--- config.mk ---
export PLATFORM = sky130hd
export DESIGN_NAME = wr_phase_cmp
export DESIGN_NICKNAME = d
export VERILOG_FILES = /design/src/rtl/wr_timeout_checker_pkg.sv /design/src/rtl/wr_timeout_checker_phase_cmp.sv
export SDC_FILE = /design/constraint.sdc
export NUM_CORES = 1
export LEC_CHECK = 0
export BUFFER_PORTS_ARGS = -buffer_cell sky130_fd_sc_hd__buf_2
export CAP_MARGIN = 0
export CORE_ASPECT_RATIO = 1.1
export CORE_UTILIZATION = 25
export DETAILED_ROUTE_END_ITERATION = 12
export PLACE_DENSITY = 0.49
export SYNTH_ARGS = -nofsm -noshare
export SYNTH_HDL_FRONTEND = slang
export SYNTH_SLANG_ARGS = --single-unit
--- constraint.sdc ---
create_clock -name vclk -period 2.3
set_input_delay 0.345 -clock vclk [all_inputs]
set_output_delay 0.345 -clock vclk [all_outputs]
set_load 0.02 [all_outputs]
--- src/rtl/wr_timeout_checker_pkg.sv ---
// Shared types for the per-slot write-timeout checker: phase encoding,
// budget/counter records and the default slot record.
package wr_timeout_checker_pkg;

  localparam int unsigned NumWrPhases = 6;
  localparam int unsigned DefCntWidth = 2;
  localparam int unsigned DefIdWidth  = 4;

  // Index order doubles as priority order: lowest index wins.
  typedef enum logic [2:0] {
    PH_AW_AWREADY     = 3'd0,
    PH_AW_WFIRST      = 3'd1,
    PH_W_WREADY_FIRST = 3'd2,
    PH_WFIRST_WLAST   = 3'd3,
    PH_WLAST_BVALID   = 3'd4,
    PH_BVALID_BREADY  = 3'd5,
    PH_NONE           = 3'd7
  } wr_phase_e;

  typedef struct packed {
    logic [DefCntWidth-1:0] cnt_aw_awready;
    logic [DefCntWidth-1:0] cnt_aw_wfirst;
    logic [DefCntWidth-1:0] cnt_w_wready_first;
    logic [DefCntWidth-1:0] cnt_wfirst_wlast;
    logic [DefCntWidth-1:0] cnt_wlast_bvalid;
    logic [DefCntWidth-1:0] cnt_bvalid_bready;
  } wr_counters_t;

  typedef struct packed {
    logic [DefCntWidth-1:0] cnt_aw_awready;
    logic [DefCntWidth-1:0] cnt_aw_wfirst;
    logic [DefCntWidth-1:0] cnt_w_wready_first;
    logic [DefCntWidth-1:0] cnt_wfirst_wlast;
    logic [DefCntWidth-1:0] cnt_wlast_bvalid;
    logic [DefCntWidth-1:0] cnt_bvalid_bready;
  } wr_budgets_t;

  typedef struct packed {
    logic                  free;
    logic [DefIdWidth-1:0] id;
    logic [2:0]            write_state;
    wr_counters_t          counters;
  } wr_linked_data_t;

  // Maps a priority-encoder index to its phase; out-of-range yields PH_NONE.
  function automatic wr_phase_e phase_of(input logic [2:0] idx);
    wr_phase_e p;
    p = PH_NONE;
    if (idx < 3'(NumWrPhases)) p = wr_phase_e'(idx);
    return p;
  endfunction

endpackage

--- src/rtl/wr_timeout_checker_phase_cmp.sv ---
// Combinational budget comparison across all write phases with a fixed
// priority encode of the first crossing phase.
module wr_phase_cmp
  import wr_timeout_checker_pkg::*;
#(
  parameter int unsigned CntWidth = DefCntWidth
) (
  input  logic [NumWrPhases-1:0][CntWidth-1:0] cnts,
  input  logic [NumWrPhases-1:0][CntWidth-1:0] budgets,
  output logic                                 hit,
  output wr_phase_e                            phase,
  output logic [CntWidth-1:0]                  cnt
);

  logic [NumWrPhases-1:0] crossing;
  logic [2:0]             idx;

  // A zero budget disables that phase's check entirely.
  for (genvar g = 0; g < NumWrPhases; g++) begin : g_cross
    assign crossing[g] = (budgets[g] != '0) && (cnts[g] >= budgets[g]);
  end

  always_comb begin
    idx = 3'd7;
    casez (crossing)
      6'b?????1: idx = 3'd0;
      6'b????10: idx = 3'd1;
      6'b???100: idx = 3'd2;
      6'b??1000: idx = 3'd3;
      6'b?10000: idx = 3'd4;
      6'b100000: idx = 3'd5;
      default:   idx = 3'd7;
    endcase
  end

  always_comb begin
    hit   = |crossing;
    phase = phase_of(idx);
    cnt   = '0;
    if (hit) cnt = cnts[idx];
  end

endmodule

# [After elaboration in Yosys (flattened, before gate mapping)]
# Cells that the tools add are included.
# Widths: inputs -> output; s select.
[word_totals] latch_bits=0 ram_bits=0 memories=0 rom_bits=0 regBits=0 elab_cells=31 input_bits=24
[op_classes] div_mod_pow=0 magnitude_cmp=8 n_shift=0 mux=5 reduce_logical=13 addsub=0 eq_ne=5 n_bitwise=0 mul=0
[op_table] operator="$pmux 3 s6" n=1
[op_table] operator="$ge 2x2->1" n=6
[op_table] operator="$reduce_bool 2->1" n=6
[op_table] operator="$bmux 2 s3" n=1
[op_table] operator="$eq 6x6->1 const B" n=1
[op_table] operator="$logic_and 1x1->1" n=6
[op_table] operator="$reduce_or 6->1" n=1
[op_table] operator="$eq 5x5->1 const B" n=1
[op_table] operator="$eq 4x4->1 const B" n=1
[op_table] operator="$lt 3x4->1 const B" n=1
[op_table] operator="$mux 2" n=2
[op_table] operator="$eq 3x3->1 const B" n=1
[op_table] operator="$lt 3x3->1 const B" n=1
[op_table] operator="$mux 3" n=1
[op_table] operator="$eq 2x2->1 const B" n=1

# [Longest topological paths before layout]
# Gate-level depths: netlist of run 1.
[logic_depth] word_depth=7 ltp_mapped=8

# [Least setup slack after synthesis of run 1]
# No wires, ideal clock.
[synth_path] path_kind="input -> output" startpoint="input port cnts[2] in the netlist's numbering" endpoint="output port cnt[0]" slack_ns=-0.171 t_required_ns=1.955 path_buffers=0 stages=8 arrival_ns=2.126 path_cell_list="inv_1 > ha_1 > or3b_1 > o221ai_1 > nand2_1 > nor2_1 > nand2_1 > o22ai_1"
[synth_via] elab_chain_cells=7
[synth_rtl] element="start, declared" line="wr_timeout_checker_phase_cmp.sv:8" source="input logic [NumWrPhases-1:0][CntWidth-1:0] cnts,"
[synth_rtl] element="$ge 2x2->1" line="wr_timeout_checker_phase_cmp.sv:20" source="assign crossing[g] = (budgets[g] != '0) && (cnts[g] >= budgets[g]);"
[synth_rtl] element="$logic_and 1x1->1" line="wr_timeout_checker_phase_cmp.sv:20"
[synth_rtl] element="$eq 6x6->1, or another cell as far along" line="wr_timeout_checker_phase_cmp.sv:25" source="casez (crossing)"
[synth_rtl] element="$pmux 3 s6" line="wr_timeout_checker_phase_cmp.sv:25"
[synth_rtl] element="$bmux 2 s3" line="wr_timeout_checker_phase_cmp.sv:40" source="if (hit) cnt = cnts[idx];"
[synth_rtl] element="$mux 2 (not written as such)" line="wr_timeout_checker_phase_cmp.sv:40"
[synth_rtl] element="$mux 2 (*)" line="wr_timeout_checker_phase_cmp.sv:40"
[synth_rtl] element="end, declared" line="wr_timeout_checker_phase_cmp.sv:12" source="output logic [CntWidth-1:0] cnt"
# Every way passes the cells marked *; elsewhere a longest branch is shown, timed or not. The select of a mux whose other input is x is not followed.

# [Final worst setup path of run 1]
[layout_path] startpoint="input port cnts[4] in the netlist's numbering" endpoint="output port cnt[0]"
[layout_via] elab_chain_cells=7
[layout_rtl] element="$ge 2x2->1" line="wr_timeout_checker_phase_cmp.sv:20"
[layout_rtl] element="$logic_and 1x1->1" line="wr_timeout_checker_phase_cmp.sv:20"
[layout_rtl] element="$eq 6x6->1, or another cell as far along" line="wr_timeout_checker_phase_cmp.sv:25"
[layout_rtl] element="$pmux 3 s6" line="wr_timeout_checker_phase_cmp.sv:25"
[layout_rtl] element="$bmux 2 s3" line="wr_timeout_checker_phase_cmp.sv:40"
[layout_rtl] element="$mux 2 (not written as such)" line="wr_timeout_checker_phase_cmp.sv:40"
[layout_rtl] element="$mux 2 (*)" line="wr_timeout_checker_phase_cmp.sv:40"
# Marks and branches as above.

==> results.tsv, run 1 <==
metric	value	unit
status	finished with violations	
failing checks	design-rule violations, negative setup slack	
final wirelength	1820	um
Lkg Pwr	0.000585	uW
post-synthesis instance total	62	
Area Overhead vs Synth	159	%
VDD IR-drop max	0.000149	V
worst-path fanout max	4	
GRT Total Usage	0.183	
worst setup margin	-0.0582	ns
initial antenna violation count	0	
shortest period the worst path allows	2.36	ns
area leader, netlist	ha_1	
Die ar.	2130	um^2
FFs & Latches	0	
final cell count without fillers	143	
largest family of logic cells by synthesized area	compound AO/OA/AOI/OAI gates	
Post-DP Area	887	um^2
cells along the critical path	buf_8, inv_4, ha_4, or3b_4, o221a_4, a21oi_4, o21ai_4, a221oi_2, o22ai_2, buf_6	
crit start category	input pin	
Worst Tran Pin Value	0.322	ns
Most Used Layer, Global Route	met2	
vias in the first global route	802	
max-cap viol count	0	
gr ovfl total	0	
pin count of the biggest net entering global routing	5	
mean area per synthesized cell	7.87	um^2
final hold violations	0	
Syn Std Cell Area	488	um^2
fin crit share	1.03	
share of layout cells above drive strength 1	0.856	
width of the die	44.1	um
DIE HEIGHT	48.3	um
post-synthesis simple-gate area fraction	0.190	
met2 Use GR	0.363	
Vias/cell	5.13	
CTS Hold Bufs	0	
via count	733	
Slew Limit Fails	0	
post-synthesis xor/xnor area fraction	0	
Clock Buffer Count	0	
area of the core	1800	um^2
# fillers	137	
crit-path max cell delay	0.38	ns
First-pass DRT Iterations	8	
Yosys top cell area share	0.308	
grt met3 use	0.00373	
setup TNS	-0.0687	ns
Worst Setup End Kind	output pin	
violation count after the first detailed-route iteration	3	
RePlAce Congestion	0.700	
critical path's slowest cell	or3b_4	
pwr/cell area	300	nW/um^2
placed insts	137	
worst path required time	1.96	ns
maximum clock frequency	0.424	GHz
HP Class	input pin to output pin	
final setup vio count	2	
Seq. cell area	0	um^2
Synth Warn #	0	
Setup crit start	cnts[4]	
IO buf count	30	
multi-input logic area	697	um^2
RSZ-0062 raised after global routing	true	
Netlist cell types	19	
global-route wire length before repair	3210	um
I/O Pins	30	
Nets	163	
drt drc	2	
WS Path Type	input pin to output pin	
row count	16	
Synth Area in Compound Gates	0.362	
initial core utilization	0.271	
data arrival time of the worst path	2.01	ns
Min-Delay Startpoint	cnts[10]	
detailed placement HPWL	1260	um
final instance area	1260	um^2
sequential fraction of the synthesis area	0	
M1 GR Usage	0.214	
Post-DRT Antenna Nets	0	
Synth area leaders	ha_1 (31%), inv_1 (10%), a221oi_1 (7.2%)	
WL/cell	12.7	um
mux contribution to synthesized area	0.0410	
diode count	0	
Slew HR	0.785	
Synth Area in Adders	0.308	
syn_nets	98	
## power by group
part,switching [uW],internal (uW),total (uW)
logic,173,206,379
registers,0,0,0
clock network,0,0,0
## final cells by class
class | instances | area share
Timing Repair Buffer | 63 | 0.386
Tap cell | 18 | 0.0178
Inverter | 13 | 0.0446
Multi-Input combinational cell | 49 | 0.551
## worst paths after layout
| path | endpoint | slack, ns | cells after the start |
|---|---|---|---|
| setup / recovery | cnt[0] | -0.06 | 10 |
| hold / removal | cnt[0] | 1.09 | 4 |
## worst max-delay path, delay by kind of cell
family	cells	cell delay, ns
AO/OA/AOI/OAI	5	0.84
AND/OR/NAND/NOR	1	0.38
buffers and inverters	3	0.28
adder cells (fa/ha/maj)	1	0.18
## cells in the mapped netlist, drive strengths merged
cell,count
nand2b,2
o221a,2
nor2,5
mux2i,2
o21ai,2
nand2,3
a221oi,4
inv,13
a31oi,1
o221ai,4
o311a,1
a21oi,2
ha,12
or3b,4
o22ai,4
nor3b,1
## placed cells by master, fill, tap and decap left out, drive strengths merged, types with 2 or more instances in the layout
| cell type | instances |
|---|---|
| o21ai | 2 |
| o22ai | 4 |
| buf | 63 |
| mux2i | 2 |
| ha | 12 |
| nand2b | 2 |
| o221a | 2 |
| inv | 13 |
| nor2 | 5 |
| or3b | 4 |
| o221ai | 4 |
| a221oi | 4 |
| a21oi | 2 |
| nand2 | 3 |
## repair_timing
action                     in CTS  in global routing
setup endpoints to repair       5                  3
setup buffers                   5                  1
cloned                          0                  0
resized for setup              51                 17
pin swaps                      21                 12
## per-stage QoR
step                      hold WS (ns)  utilization  total power, uW  worst slack [ns]
after global placement            1.11        0.492              247            -0.243
after global routing              1.12        0.701              409            -0.119
after CTS                         1.10        0.653              344           -0.0241
after detailed placement          1.11        0.492              250            -0.243
after floorplan                  0.952            -              138           0.00274
final                             1.09        0.701              379           -0.0582
## layer usage
metal / vias to the layer above / part of all wire
li1: 370 / -
met1: 350 / 0.39
met2: 13 / 0.59
met3: 0 / 0.020
met4: 0 / 0
met5: - / 0
## cell families (layout without fill, tap and decap cells)
| group | after synthesis | count (layout) |
|---|---|---|
| AO/OA/AOI/OAI | 20 | 20 |
| AND/OR/NAND/NOR | 15 | 15 |
| buffers and inverters | 13 | 76 |
| adder cells (fa/ha/maj) | 12 | 12 |
| multiplexers | 2 | 2 |
Note: power is estimated with default switching activity, not from simulation.
==> run 2, diff against run 1 <==
Settings changed: GPL_TIMING_DRIVEN set to 0, REMOVE_ABC_BUFFERS set to 1.
==> run 2 against run 1 <==
  * Setup slack lost 0.0031 ns
  * Global-route usage down 2.7 points
  * Largest power group unchanged
  * Sequential share of layout area is the same
  * Critical path type unchanged
  * Non-clock buffer count is 27 lower
  * Worst hold slack better by 0.032 ns
  * Die area stayed put
  * Total power shrank 22%
  * Count of clock-buffer cells in the layout unchanged
  * The flow finishes with violations (negative setup slack)
  * First-iteration DRC count grew 130%
  * Combinational power shrank 22%
  * Wire length decreased by 15%
  * Cell area decreased by 20%
==> results.tsv, run 2 (same netlist as run 1, synthesis figures left out) <==
metric	value	unit
status	finished with violations	
failing checks	negative setup slack	
commonest cells after routing, fill and taps aside	buf_2 (18), buf_4 (9), ha_4 (8), buf_6 (7), inv_2 (6)	
CTS Hold Bufs	0	
RSZ-0062 raised after global routing	true	
width of the die	44.1	um
final hold violations	0	
Worst Tran Pin Value	0.353	ns
Area Overhead vs Synth	108	%
final instance area	1020	um^2
row count	16	
worst setup margin	-0.0613	ns
Post-DRT Antenna Nets	0	
max-cap viol count	0	
Seq. cell area	0	um^2
commonest non-fill, non-tap cell in the layout	buf_2	
Die ar.	2130	um^2
final setup vio count	2	
final wirelength	1550	um
pwr/cell area	291	nW/um^2
WS Path Type	input pin to output pin	
data arrival time of the worst path	2.02	ns
worst-path fanout max	4	
drt drc	0	
grt met3 use	0.00373	
initial antenna violation count	0	
Worst Setup End Kind	output pin	
Vias/cell	5.41	
vias in the first global route	662	
First-pass DRT Iterations	5	
VDD IR-drop max	0.000178	V
Nets	136	
share of layout cells above drive strength 1	0.755	
Pwr Total	296	uW
DIE HEIGHT	48.3	um
Post-DP Area	661	um^2
RePlAce Congestion	0.725	
Lkg Pwr	0.000441	uW
met2 Use GR	0.311	
gr ovfl total	0	
Slew Limit Fails	0	
Slew HR	0.765	
I/O Pins	30	
HP Class	input pin to output pin	
maximum clock frequency	0.423	GHz
violation count after the first detailed-route iteration	7	
crit start category	input pin	
area of the core	1800	um^2
pin count of the biggest net entering global routing	5	
detailed placement HPWL	1160	um
worst path required time	1.96	ns
M1 GR Usage	0.184	
fin crit share	1.03	
WL/cell	13.3	um
initial core utilization	0.271	
GRT Total Usage	0.156	
FFs & Latches	0	
global-route wire length before repair	2730	um
diode count	0	
IO buf count	30	
via count	627	
Most Used Layer, Global Route	met2	
Clock Buffer Count	0	
shortest period the worst path allows	2.36	ns
==> run 2: per-stage QoR <==
stage / std cells / TNS (ns) / worst slack [ns] / util / hold WS (ns)
CTS: 116 / -0.0684 / -0.0384 / 0.542 / 1.13
finish: 116 / -0.109 / -0.0613 / 0.565 / 1.12
global placement: 110 / -0.467 / -0.243 / 0.367 / 1.15
global route: 116 / -0.311 / -0.160 / 0.565 / 1.16
detailed placement: 110 / -0.408 / -0.208 / 0.367 / 1.14
floorplan: 62 / -0.325 / -0.171 / - / 0.959
==> run 2: worst paths after layout <==
kind / to / cells past startpoint / slack (ns) / start
max: cnt[1] / 10 / -0.06 / cnts[8]
min: cnt[0] / 4 / 1.12 / cnts[8]
==> run 2: area by class of cell <==
type | count | area [um^2]
inverters | 13 | 53.8
well taps | 18 | 22.5
fillers | 170 | 785
multi-input cells | 49 | 669
repair buffers | 36 | 272
==> run 2: critical path: stages <==
cell	delay (ns)
buf_6	0.10
inv_4	0.04
ha_4	0.20
nor3b_4	0.20
nor2_2	0.07
o311a_1	0.38
nor2_4	0.19
mux2i_1	0.20
o22ai_1	0.11
buf_2	0.17
==> run 2: repair_timing <==
action                                 CTS  global route
setup endpoints to repair                2             2
pin swaps                               21             7
resized for setup                       51             9
buffers inserted                         6             0
endpoints found under the hold margin    0             0
==> run 2: per-layer routing <==
| layer | part of all wire | wire, um | up-vias |
|---|---|---|---|
| met2 | 0.56 | 871 | 13 |
| met4 | 0 | 0 | 0 |
| met3 | 0.030 | 46 | 0 |
| met1 | 0.41 | 628 | 302 |
| li1 | - | - | 312 |
| met5 | 0 | 0 | - |
==> run 2: where the power goes <==
group	switching, uW	internal [uW]	total, uW
clock	0	0	0
combinational	146	151	296
sequential	0	0	0
==> run 3, diff against run 2 <==
Settings changed: CORE_AREA set to 2 2 39 41, CORE_ASPECT_RATIO 1.1 to not set, CORE_UTILIZATION 25 to not set, DIE_AREA set to 0 0 41 43, PLACE_DENSITY 0.49 to 0.68.
==> run 3 against run 2 <==
  * The run still ends with negative setup slack left
  * Worst hold slack gained 0.030 ns
  * Sequential share of layout area stayed put
  * Total power rose by 4.6%
  * Count of clock-buffer cells in the layout unchanged
  * Cell count is 0.86% higher
  * Utilization is 19 points higher
  * Highest routed layer is now met4
  * Largest cell class unchanged
  * Non-clock buffer count is 3 higher
==> results.tsv, run 3 (same netlist as run 1, synthesis figures left out) <==
metric	value	unit
worst-path fanout max	3	
I/O Pins	30	
clock share of power	0	
fin crit share	1.04	
Util after Layout	0.753	
final wirelength	1800	um
Vias/cell	5.44	
RePlAce Congestion	0.732	
setup TNS	-0.145	ns
gr ovfl total	0	
crit-path max cell delay	0.40	ns
Min-Delay Endpoint	cnt[0]	
IO buf count	30	
via count	637	
Worst Setup End Kind	output pin	
Min-Delay Startpoint	cnts[10]	
CTS Hold Bufs	0	
HP Class	input pin to output pin	
pin count of the biggest net entering global routing	5	
data arrival time of the worst path	2.04	ns
Seq pwr share	0	
Area Overhead vs Synth	114	%
WL/cell	15.4	um
width of the die	41	um
RSZ-0062 raised after global routing	true	
GRT Total Usage	0.209	
detailed placement HPWL	1100	um
FFs & Latches	0	
critical path's slowest cell	or3b_4	
share of layout cells above drive strength 1	0.762	
commonest cells after routing, fill and taps aside	buf_2 (19), buf_4 (11), ha_4 (8), inv_1 (6)	
# fillers	91	
area of the core	1380	um^2
First-pass DRT Iterations	4	
worst path required time	1.96	ns
VDD IR-drop max	0.000148	V
Die ar.	1760	um^2
Worst Tran Pin Value	0.368	ns
diode count	0	
violation count after the first detailed-route iteration	6	
M1 GR Usage	0.228	
Lkg Pwr	0.000458	uW
Most Used Layer, Global Route	met2	
drt drc	0	
Net Sw Frac	0.494	
status	finished with violations	
pwr/cell area	298	nW/um^2
grt met3 use	0.00524	
Internal	157	uW
hold path depth	4	
Switch Pwr	153	uW
Top delay family on crit path	compound AO/OA/AOI/OAI gates	
initial antenna violation count	0	
Crit path top cell by count	buf_4	
met2 Use GR	0.409	
crit start category	input pin	
Seq. cell area	0	um^2
failing checks	negative setup slack	
WS Path Type	input pin to output pin	
row count	14	
Slew HR	0.754	
shortest period the worst path allows	2.39	ns
global-route wire length before repair	2640	um
maximum clock frequency	0.419	GHz
DIE HEIGHT	43	um
final hold violations	0	
CP Buf/Inv Count	4	
commonest non-fill, non-tap cell in the layout	buf_2	
Comb pwr share	1.000	
initial core utilization	0.353	
Nets	139	
Slew Limit Fails	0	
worst setup margin	-0.0892	ns
Post-DRT Antenna Nets	0	
final setup vio count	2	
vias in the first global route	631	
multi-input logic area	674	um^2
max-cap viol count	0	
Clock Buffer Count	0	
cells along the critical path	buf_8, inv_4, ha_4, or3b_4, o221a_4, buf_4, a221oi_1, o22ai_1, buf_4	
==> run 3: changes by cell type in the layout (fill, tap and decap cells not counted), sizes merged <==
cell  before  now
buf       36   39
==> run 3: through the flow <==
step                      total power [uW]  hold slack [ns]  area (um^2)  cells  setup slack [ns]
after floorplan                        124            0.959          488     62            -0.171
after global placement                 181             1.15          658    108            -0.186
after detailed placement               187             1.15          658    108            -0.241
after CTS                              300             1.14         1040    117           -0.0279
after global routing                   331             1.17         1040    117            -0.132
final                                  310             1.15         1040    117           -0.0892
==> run 3: timing repair <==
item	4_1_cts	5_1_grt
hold endpoints to repair	0	0
gates cloned	0	0
setup endpoints to repair	2	2
pin swaps	22	0
setup buffers	9	0
gates resized for setup	61	2
==> run 3: power by group through the flow <==
stage	registers, uW	clock network [uW]	logic, uW
2_1_floorplan	0	0	124
6_report	0	0	310
3_5_place_dp	0	0	187
5_1_grt	0	0	331
3_3_place_gp	0	0	181
4_1_cts	0	0	300
==> run 3: how the worst max path moves through the flow <==
stage / cells past startpoint / startpoint / end
3_5_place_dp: 10 / cnts[4] / cnt[0]
6_report: 9 / cnts[4] / cnt[0]
2_1_floorplan: 8 / cnts[2] / cnt[0]
4_1_cts: 10 / cnts[4] / cnt[0]
5_1_grt: 10 / cnts[4] / cnt[0]
3_3_place_gp: 10 / cnts[6] / cnt[1]
==> run 3: layout make-up <==
class,instances,area share
inverters,13,0.0516
multi-input cells,49,0.647
well taps,16,0.0192
repair buffers,39,0.282
==> run 3: per-layer routing <==
metal  wire, um  vias up
met5          0        -
met4         27        0
met3         60        2
met2       1030       19
met1        683      295
li1           -      321
